$ cat src/rtl/qspi_cmd_arbiter_if.sv
// Signal bundle between the command requesters, the command arbiter and the
// qspi_controller config/start/done ports.
`ifndef REG_WIDTH_DEFAULT
`define REG_WIDTH_DEFAULT 32
`endif

interface qspi_cmd_arbiter_if #(
  parameter int unsigned NUM_REQ  = 4,
  parameter int unsigned CFG_BITS = `REG_WIDTH_DEFAULT
);
  logic [NUM_REQ-1:0]          req;
  logic [NUM_REQ*CFG_BITS-1:0] req_cfg0;
  logic [NUM_REQ*CFG_BITS-1:0] req_cfg1;
  logic [NUM_REQ-1:0]          grant;
  logic [NUM_REQ-1:0]          ack;
  logic                        err;
  logic                        q_busy;
  logic                        q_done;
  logic                        config_addr;
  logic                        config_write;
  logic [CFG_BITS-1:0]         config_data;
  logic                        start;

  // Arbiter side
  modport slave (
    input  req, req_cfg0, req_cfg1, q_busy, q_done,
    output grant, ack, err, config_addr, config_write, config_data, start
  );

  // Requesters and controller side
  modport master (
    output req, req_cfg0, req_cfg1, q_busy, q_done,
    input  grant, ack, err, config_addr, config_write, config_data, start
  );
endinterface

$ cat src/rtl/qspi_cmd_arbiter.sv
// Round-robin arbiter sharing one qspi_controller between NUM_REQ command requesters:
// programs the owner's two config words, pulses start, waits for done or timeout, then acks.
`ifndef REG_WIDTH_DEFAULT
`define REG_WIDTH_DEFAULT 32
`endif

module qspi_cmd_arbiter #(
  parameter int unsigned              NUM_REQ        = 4,
  parameter int unsigned              CFG_BITS       = `REG_WIDTH_DEFAULT,
  parameter int unsigned              TIMEOUT_BITS   = 16,
  parameter logic [TIMEOUT_BITS-1:0]  TIMEOUT_CYCLES = 16'hFFFF
) (
  input  logic              clk,
  input  logic              reset,
  qspi_cmd_arbiter_if.slave bus
);

  localparam int unsigned IDX_W = (NUM_REQ > 1) ? $clog2(NUM_REQ) : 1;
  localparam logic [TIMEOUT_BITS-1:0] WDOG_LAST = TIMEOUT_CYCLES - TIMEOUT_BITS'(1);

  typedef enum logic [2:0] {
    S_IDLE, S_CFG0, S_CFG1, S_START, S_WAIT_DONE, S_FINISH
  } state_e;

  state_e                  state_q, state_d;
  logic [NUM_REQ-1:0]      grant_q, grant_d;
  logic [NUM_REQ-1:0]      ack_q, ack_d;
  logic                    err_q, err_d;
  logic                    cfg_wr_q, cfg_wr_d;
  logic                    cfg_addr_q, cfg_addr_d;
  logic [CFG_BITS-1:0]     cfg_data_q, cfg_data_d;
  logic                    start_q, start_d;
  logic [IDX_W-1:0]        owner_q, owner_d;
  logic [IDX_W-1:0]        rr_q, rr_d;
  logic [CFG_BITS-1:0]     cfg0_q, cfg0_d;
  logic [CFG_BITS-1:0]     cfg1_q, cfg1_d;
  logic [TIMEOUT_BITS-1:0] wdog_q, wdog_d;

  logic                    pick_vld_c;
  logic [IDX_W-1:0]        pick_idx_c;
  logic [IDX_W-1:0]        scan_idx_c;
  logic [CFG_BITS-1:0]     pick_cfg0_c;
  logic [CFG_BITS-1:0]     pick_cfg1_c;
  logic                    unused_busy;

  // Controller busy is status only and never steers sequencing
  assign unused_busy = bus.q_busy;

  // Round-robin pick: descending scan so the smallest offset from rr_q wins
  always_comb begin
    pick_vld_c  = 1'b0;
    pick_idx_c  = rr_q;
    scan_idx_c  = rr_q;
    pick_cfg0_c = '0;
    pick_cfg1_c = '0;
    for (int k = int'(NUM_REQ) - 1; k >= 0; k--) begin
      scan_idx_c = IDX_W'((32'(rr_q) + 32'(k)) % NUM_REQ);
      if (bus.req[scan_idx_c]) begin
        pick_vld_c = 1'b1;
        pick_idx_c = scan_idx_c;
      end
    end
    for (int unsigned i = 0; i < NUM_REQ; i++) begin
      if (pick_idx_c == IDX_W'(i)) begin
        pick_cfg0_c = bus.req_cfg0[i*CFG_BITS +: CFG_BITS];
        pick_cfg1_c = bus.req_cfg1[i*CFG_BITS +: CFG_BITS];
      end
    end
  end

  always_ff @(posedge clk) begin
    if (reset) state_q <= S_IDLE;
    else       state_q <= state_d;
  end

  always_comb begin
    state_d = state_q;
    unique case (state_q)
      S_IDLE:      if (pick_vld_c) state_d = S_CFG0;
      S_CFG0:      state_d = S_CFG1;
      S_CFG1:      state_d = S_START;
      S_START:     state_d = S_WAIT_DONE;
      S_WAIT_DONE: if (bus.q_done || (wdog_q == WDOG_LAST)) state_d = S_FINISH;
      S_FINISH:    state_d = S_IDLE;
      default:     state_d = S_IDLE;
    endcase
  end

  // Outputs are registered, so each is set on the transition into the state that shows it
  always_comb begin
    grant_d    = grant_q;
    owner_d    = owner_q;
    rr_d       = rr_q;
    cfg0_d     = cfg0_q;
    cfg1_d     = cfg1_q;
    wdog_d     = wdog_q;
    ack_d      = '0;
    err_d      = 1'b0;
    cfg_wr_d   = 1'b0;
    cfg_addr_d = 1'b0;
    cfg_data_d = '0;
    start_d    = 1'b0;
    unique case (state_q)
      S_IDLE: begin
        if (pick_vld_c) begin
          grant_d    = NUM_REQ'(1) << pick_idx_c;
          owner_d    = pick_idx_c;
          cfg0_d     = pick_cfg0_c;
          cfg1_d     = pick_cfg1_c;
          cfg_wr_d   = 1'b1;
          cfg_data_d = pick_cfg0_c;
        end
      end
      S_CFG0: begin
        cfg_wr_d   = 1'b1;
        cfg_addr_d = 1'b1;
        cfg_data_d = cfg1_q;
      end
      S_CFG1:  start_d = 1'b1;
      S_START: wdog_d  = '0;
      S_WAIT_DONE: begin
        wdog_d = wdog_q + TIMEOUT_BITS'(1);
        if (bus.q_done) begin
          ack_d = grant_q;
        end else if (wdog_q == WDOG_LAST) begin
          ack_d = grant_q;
          err_d = 1'b1;
        end
      end
      S_FINISH: begin
        grant_d = '0;
        rr_d    = IDX_W'((32'(owner_q) + 32'd1) % NUM_REQ);
      end
      default: ;
    endcase
  end

  always_ff @(posedge clk) begin
    if (reset) begin
      grant_q    <= '0;
      ack_q      <= '0;
      err_q      <= 1'b0;
      cfg_wr_q   <= 1'b0;
      cfg_addr_q <= 1'b0;
      cfg_data_q <= '0;
      start_q    <= 1'b0;
      owner_q    <= '0;
      rr_q       <= '0;
      cfg0_q     <= '0;
      cfg1_q     <= '0;
      wdog_q     <= '0;
    end else begin
      grant_q    <= grant_d;
      ack_q      <= ack_d;
      err_q      <= err_d;
      cfg_wr_q   <= cfg_wr_d;
      cfg_addr_q <= cfg_addr_d;
      cfg_data_q <= cfg_data_d;
      start_q    <= start_d;
      owner_q    <= owner_d;
      rr_q       <= rr_d;
      cfg0_q     <= cfg0_d;
      cfg1_q     <= cfg1_d;
      wdog_q     <= wdog_d;
    end
  end

  assign bus.grant        = grant_q;
  assign bus.ack          = ack_q;
  assign bus.err          = err_q;
  assign bus.config_write = cfg_wr_q;
  assign bus.config_addr  = cfg_addr_q;
  assign bus.config_data  = cfg_data_q;
  assign bus.start        = start_q;

endmodule

$ cat src/flat_wrapper.sv
// flat-port wrapper written by rule: the top's interface ports become plain ports
module qspi_cmd_arbiter_flat 
#(
  parameter int unsigned              NUM_REQ        = 4,
  parameter int unsigned              CFG_BITS       = `REG_WIDTH_DEFAULT,
  parameter int unsigned              TIMEOUT_BITS   = 16,
  parameter logic [TIMEOUT_BITS-1:0]  TIMEOUT_CYCLES = 16'hFFFF
)
  (clk, reset, bus_req, bus_req_cfg0, bus_req_cfg1, bus_q_busy, bus_q_done, bus_grant, bus_ack, bus_err, bus_config_addr, bus_config_write, bus_config_data, bus_start);
  qspi_cmd_arbiter_if #(.NUM_REQ(NUM_REQ), .CFG_BITS(CFG_BITS)) bus_i ();
  input  logic clk;
  input  logic reset;
  input wire logic [$bits(bus_i.req)-1:0] bus_req;
  input wire logic [$bits(bus_i.req_cfg0)-1:0] bus_req_cfg0;
  input wire logic [$bits(bus_i.req_cfg1)-1:0] bus_req_cfg1;
  input wire logic [$bits(bus_i.q_busy)-1:0] bus_q_busy;
  input wire logic [$bits(bus_i.q_done)-1:0] bus_q_done;
  output wire logic [$bits(bus_i.grant)-1:0] bus_grant;
  output wire logic [$bits(bus_i.ack)-1:0] bus_ack;
  output wire logic [$bits(bus_i.err)-1:0] bus_err;
  output wire logic [$bits(bus_i.config_addr)-1:0] bus_config_addr;
  output wire logic [$bits(bus_i.config_write)-1:0] bus_config_write;
  output wire logic [$bits(bus_i.config_data)-1:0] bus_config_data;
  output wire logic [$bits(bus_i.start)-1:0] bus_start;
  assign bus_i.req = bus_req;
  assign bus_i.req_cfg0 = bus_req_cfg0;
  assign bus_i.req_cfg1 = bus_req_cfg1;
  assign bus_i.q_busy = bus_q_busy;
  assign bus_i.q_done = bus_q_done;
  assign bus_grant = bus_i.grant;
  assign bus_ack = bus_i.ack;
  assign bus_err = bus_i.err;
  assign bus_config_addr = bus_i.config_addr;
  assign bus_config_write = bus_i.config_write;
  assign bus_config_data = bus_i.config_data;
  assign bus_start = bus_i.start;
  qspi_cmd_arbiter #(.NUM_REQ(NUM_REQ), .CFG_BITS(CFG_BITS), .TIMEOUT_BITS(TIMEOUT_BITS), .TIMEOUT_CYCLES(TIMEOUT_CYCLES)) u_core (.clk(clk), .reset(reset), .bus(bus_i));
endmodule
$ cat config.mk
export PLATFORM = sky130hd
export DESIGN_NAME = qspi_cmd_arbiter_flat
export DESIGN_NICKNAME = d
export VERILOG_FILES = /design/src/rtl/qspi_cmd_arbiter_if.sv /design/src/rtl/qspi_cmd_arbiter.sv /design/src/flat_wrapper.sv
export SDC_FILE = /design/constraint.sdc
export NUM_CORES = 1
export LEC_CHECK = 0
export CAP_MARGIN = 10
export CORE_UTILIZATION = 37
export CTS_BUF_LIST = sky130_fd_sc_hd__clkbuf_8
export CTS_CLUSTER_SIZE = 28
export DETAILED_ROUTE_END_ITERATION = 12
export PLACE_DENSITY = 0.78
export SLEW_MARGIN = 10
export SYNTH_ARGS = -nofsm -noshare
export SYNTH_HDL_FRONTEND = slang
export SYNTH_SLANG_ARGS = --single-unit
$ cat constraint.sdc
create_clock -name clk -period 2 [get_ports clk]
set_input_delay 0.2 -clock clk [delete_from_list [all_inputs] [get_ports clk]]
set_output_delay 0.2 -clock clk [all_outputs]
set_load 0.01 [all_outputs]
After elaboration in Yosys (flattened, before gate mapping)
Cells that the tools add are included.
{"block": "classes", "eq_ne": 11, "n_addsub": 5, "reduce_logical": 10, "n_lt_le_gt_ge": 4, "n_shift": 1, "n_mux": 39, "n_bitwise": 1}
{"cell": "32-bit 2-to-1 mux", "count": 9}
{"cell": "32-bit one-hot mux with 2 select lines", "count": 1}
{"cell": "16-bit one-hot mux with 2 select lines", "count": 1}
{"cell": "16-bit by 1-bit adder with 16-bit output (second input constant)", "count": 1}
{"cell": "16-bit equality test (second input constant)", "count": 1}
{"cell": "3-bit one-hot mux with 5 select lines", "count": 1}
{"cell": "2-bit by 3-bit < comparator with 1-bit output (second input constant)", "count": 4}
{"cell": "1-bit 2-to-1 mux", "count": 12}
{"cell": "4-bit 2-to-1 mux", "count": 3}
{"cell": "1-bit binary-select mux with 2-bit select", "count": 4}
{"cell": "2-bit 2-to-1 mux", "count": 4}
{"cell": "4-bit one-hot mux with 2 select lines", "count": 1}
{"cell": "3-bit by 2-bit equality test with 1-bit output (second input constant)", "count": 2}
{"cell": "3-bit equality test (second input constant)", "count": 2}
{"cell": "3-bit 2-to-1 mux", "count": 2}
{"cell": "2-bit AND reduction", "count": 3}
{"cell": "2-bit by 1-bit adder with 2-bit output (second input constant)", "count": 2}
{"cell": "2-bit adder (second input constant)", "count": 2}
{"cell": "2-bit equality test (second input constant)", "count": 2}
{"cell": "2-bit by 1-bit inequality test with 1-bit output (second input constant)", "count": 2}
{"cell": "2-bit nonzero test", "count": 2}
{"cell": "1-bit by 2-bit left shift with 4-bit output (first input constant)", "count": 1}
{"cell": "3-bit by 1-bit equality test with 1-bit output (second input constant)", "count": 1}
{"cell": "3-bit logical NOT", "count": 1}
{"cell": "7 further kinds", "count": 7}
{"block": "totals", "elab_cells": 83, "register_bits": 99, "in_bits": 264, "out_inout_bits": 44}

Logic depth before layout (Yosys ltp)
{"block": "logic_depth", "ltp_word": 14, "mapped_depth": 8, "depth_no_buf": 6}

Worst setup path after synthesis
No wires, ideal clock.
{"block": "synth_path", "kind": "flip-flop to flip-flop", "start": "reg u_core.rr_q[0]", "end": "reg u_core.cfg1_q[10]", "path_stages_with_launch": 8, "path_buffers": 2, "t_required_ns": 1.883, "period_less_slack_ns": 1.990, "arrival_time_ns": 1.873, "path_slack_ns": 0.010, "setup_time_ns": 0.117, "path_cell_list": "dfxtp_1 or3b_1 and2_1 buf_6 nor3_4 buf_6 o221ai_1 a32o_1"}
{"block": "synth_via", "elab_chain_len": 12, "elab_cells_between_ends": 28, "classes_between": "add/sub (3); eq/ne (3); mux (20); reduce/logical (2)"}
{"item": "from (decl)", "line_no": "qspi_cmd_arbiter.sv:34", "rtl": "logic [IDX_W-1:0] rr_q, rr_d;"}
{"item": "from (signal assigned)", "line_no": "qspi_cmd_arbiter.sv:161", "rtl": "rr_q <= rr_d;"}
{"item": "2-bit adder", "line_no": "qspi_cmd_arbiter.sv:57", "rtl": "scan_idx_c = IDX_W'((32'(rr_q) + 32'(k)) % NUM_REQ);"}
{"item": "1-bit binary-select mux with 2-bit select", "line_no": "qspi_cmd_arbiter.sv:58", "rtl": "if (bus.req[scan_idx_c]) begin"}
{"item": "1-bit 2-to-1 mux (not written as such)", "line_no": "qspi_cmd_arbiter.sv:58"}
{"item": "2-bit 2-to-1 mux (4 in series)", "line_no": "qspi_cmd_arbiter.sv:58"}
{"item": "2-bit logical NOT", "line_no": "qspi_cmd_arbiter.sv:64", "rtl": "if (pick_idx_c == IDX_W'(i)) begin"}
{"item": "32-bit 2-to-1 mux (4 in series)", "line_no": "qspi_cmd_arbiter.sv:64"}
{"item": "to (signal assigned)", "line_no": "qspi_cmd_arbiter.sv:163", "rtl": "cfg1_q <= cfg1_d;"}
{"item": "to (decl)", "line_no": "qspi_cmd_arbiter.sv:36", "rtl": "logic [CFG_BITS-1:0] cfg1_q, cfg1_d;"}
Several ways; a longest one is shown, not always the timed one. The select of a mux whose other input is x is not followed.
A chain may end at the register's enable or synchronous reset.

Worst setup path after layout
{"block": "layout_path", "start": "reg u_core.rr_q[0]", "end": "reg u_core.cfg1_q[21]"}
The elaborated chain is that of the path after synthesis.

==> out/results.tsv <==
metric	value	unit
status	finished with violations	
failing checks	setup timing	
synthesized instance count	726	
Comb pwr share	37.1	%
hold crit path type	in2reg	
Hold Violations, Final	0	
share of cells above drive strength 1	15.4	%
CTS root buf	clkbuf_8	
Int Pwr	3.95	mW
syn avg cell area	7.91	µm²
first-pass GRT wire length	37300	µm
clock share of power	22.1	%
Slew HR	72.5	%
CP startpoint kind	flop	
Cell Area, Synth	5740	µm²
CP max FO	6	
total global-route track usage	30.0	%
post-detail-place hpwl	18000	µm
worst slack, placed	-431	ps
total die area	16000	µm²
post-route ant nets	0	
Die Width	127	µm
number of global-route vias before repair	6958	
final setup vio count	3	
Congestion Overflow GR	0	
YS warnings	0	
Final TNS setup	-22.3	ps
Pwr Density	560	nW/µm²
VDD IR-drop max	0.319	mV
# rows	45	
critical path endpoint category	flop	
GPL Wtd Cong	0.909	
Max Freq	0.496	GHz
top-count cell post-synth	dfxtp_1	
IO buf count	306	
Yosys top cell by area	dfxtp_1	
Clock Skew	5.50	ps
Post-Layout Inst Area	10100	µm²
max incr delay on CP	370	ps
Clock transition at path regs	90	ps
RSZ-0062 raised after global routing	true	
Core Region	15100	µm²
Layout Nets	1309	
largest net degree at the start of global routing	51	
post-route setup slack	-14.7	ps
Arr. time, crit path	2290	ps
most frequent CP cell	buf_6	
asr flop ratio synth	0	%
DRC	0	
register bit total from synthesis	99	
max_cap viols	0	
wire per inst	20.7	µm
antenna violations before repair	3	
DR iter-0 viols	717	
htree depth	3	
clock sink count	99	
CP max-delay cell	dfxtp_4	
CP top delay family	compound AO/OA/AOI/OAI gates	
count of cell types in the netlist	53	
CTS Buf Count	9	
Buf/Inv on CP	3	
dpl cell area	9520	µm²
Initial Util	37.9	%
Post-synth EDFFs	0	
total power	5.68	mW
worst path required time	2270	ps
vias	7435	
actual slew at the worst max-slew pin	412	ps
CP Cell Sequence	and2b_2 > buf_6 > o21ba_4 > nor3_4 > buf_6 > clkbuf_16 > o221ai_2 > a32o_1	
Synth top area share	34.5	%
clk_lat worst skew	380	ps
synthesized net count	992	
share of total power in sequential cells	40.9	%
Static Leak	3.67	nW
post-route minimum period	2010	ps
Area Overhead vs Synth	76.7	%
Post-synth top cells	dfxtp_1, nand2_1, clkbuf_1, o21ai_0, o221ai_1	
DR vias/cell	6.01	
CTS Buffer Depth	2	
switching pwr	1.74	mW
Synth Flop Type	dfxtp_1	
Ports	308	
Setup CP Type	reg2reg	
Tcrit/Tclk final	101	%
CTS tree	built	
largest cells by area after synthesis	dfxtp_1, o221ai_1, o21ai_0, a32o_1, nand2_1	
final wirelength	25700	µm
first drt pass iteration count	5	
Die Height	127	µm
R2R Setup Slk	-10	ps
register area share after synthesis	34.5	%
Slew Viols, Final	0	
switching part of the total	30.6	%
## cell usage in the layout (no fill, tap or decap), drive strengths merged, types with 3 or more instances in the layout
cell,netlist,routed
and2,39,39
clkbuf,68,14
nor3,10,10
nor2,23,23
nand2,83,83
nand4,3,3
dfxtp,99,99
or2,3,3
a31oi,33,33
nand3,14,14
or4,3,3
buf,12,78
clkdlybuf4s50,0,304
a32o,33,33
o211ai,3,3
nand2b,3,3
nand3b,3,3
inv,35,36
a21oi,18,18
o21ai,69,69
a311oi,4,4
nor4,33,33
diode,0,3
a221oi,31,31
nor2b,3,3
o21a,5,5
o221ai,63,63
## power groups by stage
stage          combinational (mW)  sequential [mW]  clock (mW)
6_report                     2.11             2.32        1.25
5_1_grt                      2.23             2.34        1.34
4_1_cts                      1.96             2.32        1.28
3_5_place_dp                 1.94             2.36           0
3_3_place_gp                 1.92             2.36           0
2_1_floorplan               0.742             2.38           0
## cell families (layout without fill, tap and decap cells)
kind of cell | after synthesis | in the layout | share of synthesized area [%]
other | 0 | 3 | 0
AO/OA/AOI/OAI | 269 | 269 | 34.4
buffers and inverters | 115 | 436 | 8.22
adder cells (fa/ha/maj) | 2 | 2 | 0.436
AND/OR/NAND/NOR | 237 | 237 | 21.7
multiplexers | 2 | 2 | 0.392
XOR/XNOR | 2 | 2 | 0.305
flip-flops | 99 | 99 | 34.5
## path summary, 6_finish.rpt
check | depth (start not counted) | from | endpoint
worst max-delay path | 8 | u_core.rr_q[0]$_SDFFE_PP0P_ | u_core.cfg1_q[21]$_SDFFE_PP0P_
worst min-delay path | 3 | bus_req_cfg0[94] | u_core.bus.config_data[30]$_SDFF_PP0_
worst max register to register | 8 | u_core.rr_q[0]$_SDFFE_PP0P_ | u_core.cfg1_q[21]$_SDFFE_PP0P_
worst min register to register | 2 | u_core.cfg1_q[30]$_SDFFE_PP0P_ | u_core.bus.config_data[30]$_SDFF_PP0_
## layout make-up
type                       instances  area [µm²]
fill                            1235        5000
timing repair buffer             386        3970
multi-input combinational        512        3640
sequential                        99        1990
tap                              188         235
clock buffer                      12         165
inverter                          35         131
clock inverter                     3        13.8
antenna                            3        7.51
## metal layers
layer | GRT usage, % | vias to the layer above | part of all wire, %
li1 | - | 3429 | -
met1 | 38.8 | 3500 | 40
met2 | 48.4 | 436 | 48
met3 | 4.81 | 70 | 7.7
met4 | 15.6 | 0 | 3.9
met5 | 0 | - | 0
## flip-flops by register name, summed over array words and instances (netlist names)
signal                   count
u_core.bus.config_data      32
u_core.cfg1_q               32
u_core.wdog_q               16
u_core.bus.ack               4
u_core.bus.grant             4
u_core.state_q               3
u_core.owner_q               2
u_core.rr_q                  2
u_core.bus.config_addr       1
u_core.bus.config_write      1
u_core.bus.err               1
u_core.bus.start             1
## worst reg2reg max path: cells and delay by family, from the launching register on
family	cells	cell delay [ps]
flip-flops	1	370
AO/OA/AOI/OAI	3	570
AND/OR/NAND/NOR	2	510
buffers and inverters	3	450
## through the flow
step	std cells	hold slack [ps]	utilization (%)
after floorplan	726	364	-
final	1238	477	67.0
after global routing	1238	491	67.0
after detailed placement	1212	454	62.9
after global placement	1212	443	62.9
after CTS	1227	461	64.4
## timing repair
action                     4_1_cts  5_1_grt
resized for setup               14       61
setup buffers                    0        5
gates cloned                     0        4
pin swaps                        0       25
setup endpoints to repair       57       48
hold buffers                     0        0
hold endpoints to repair         0        0
(Power assumes the default switching activity.)
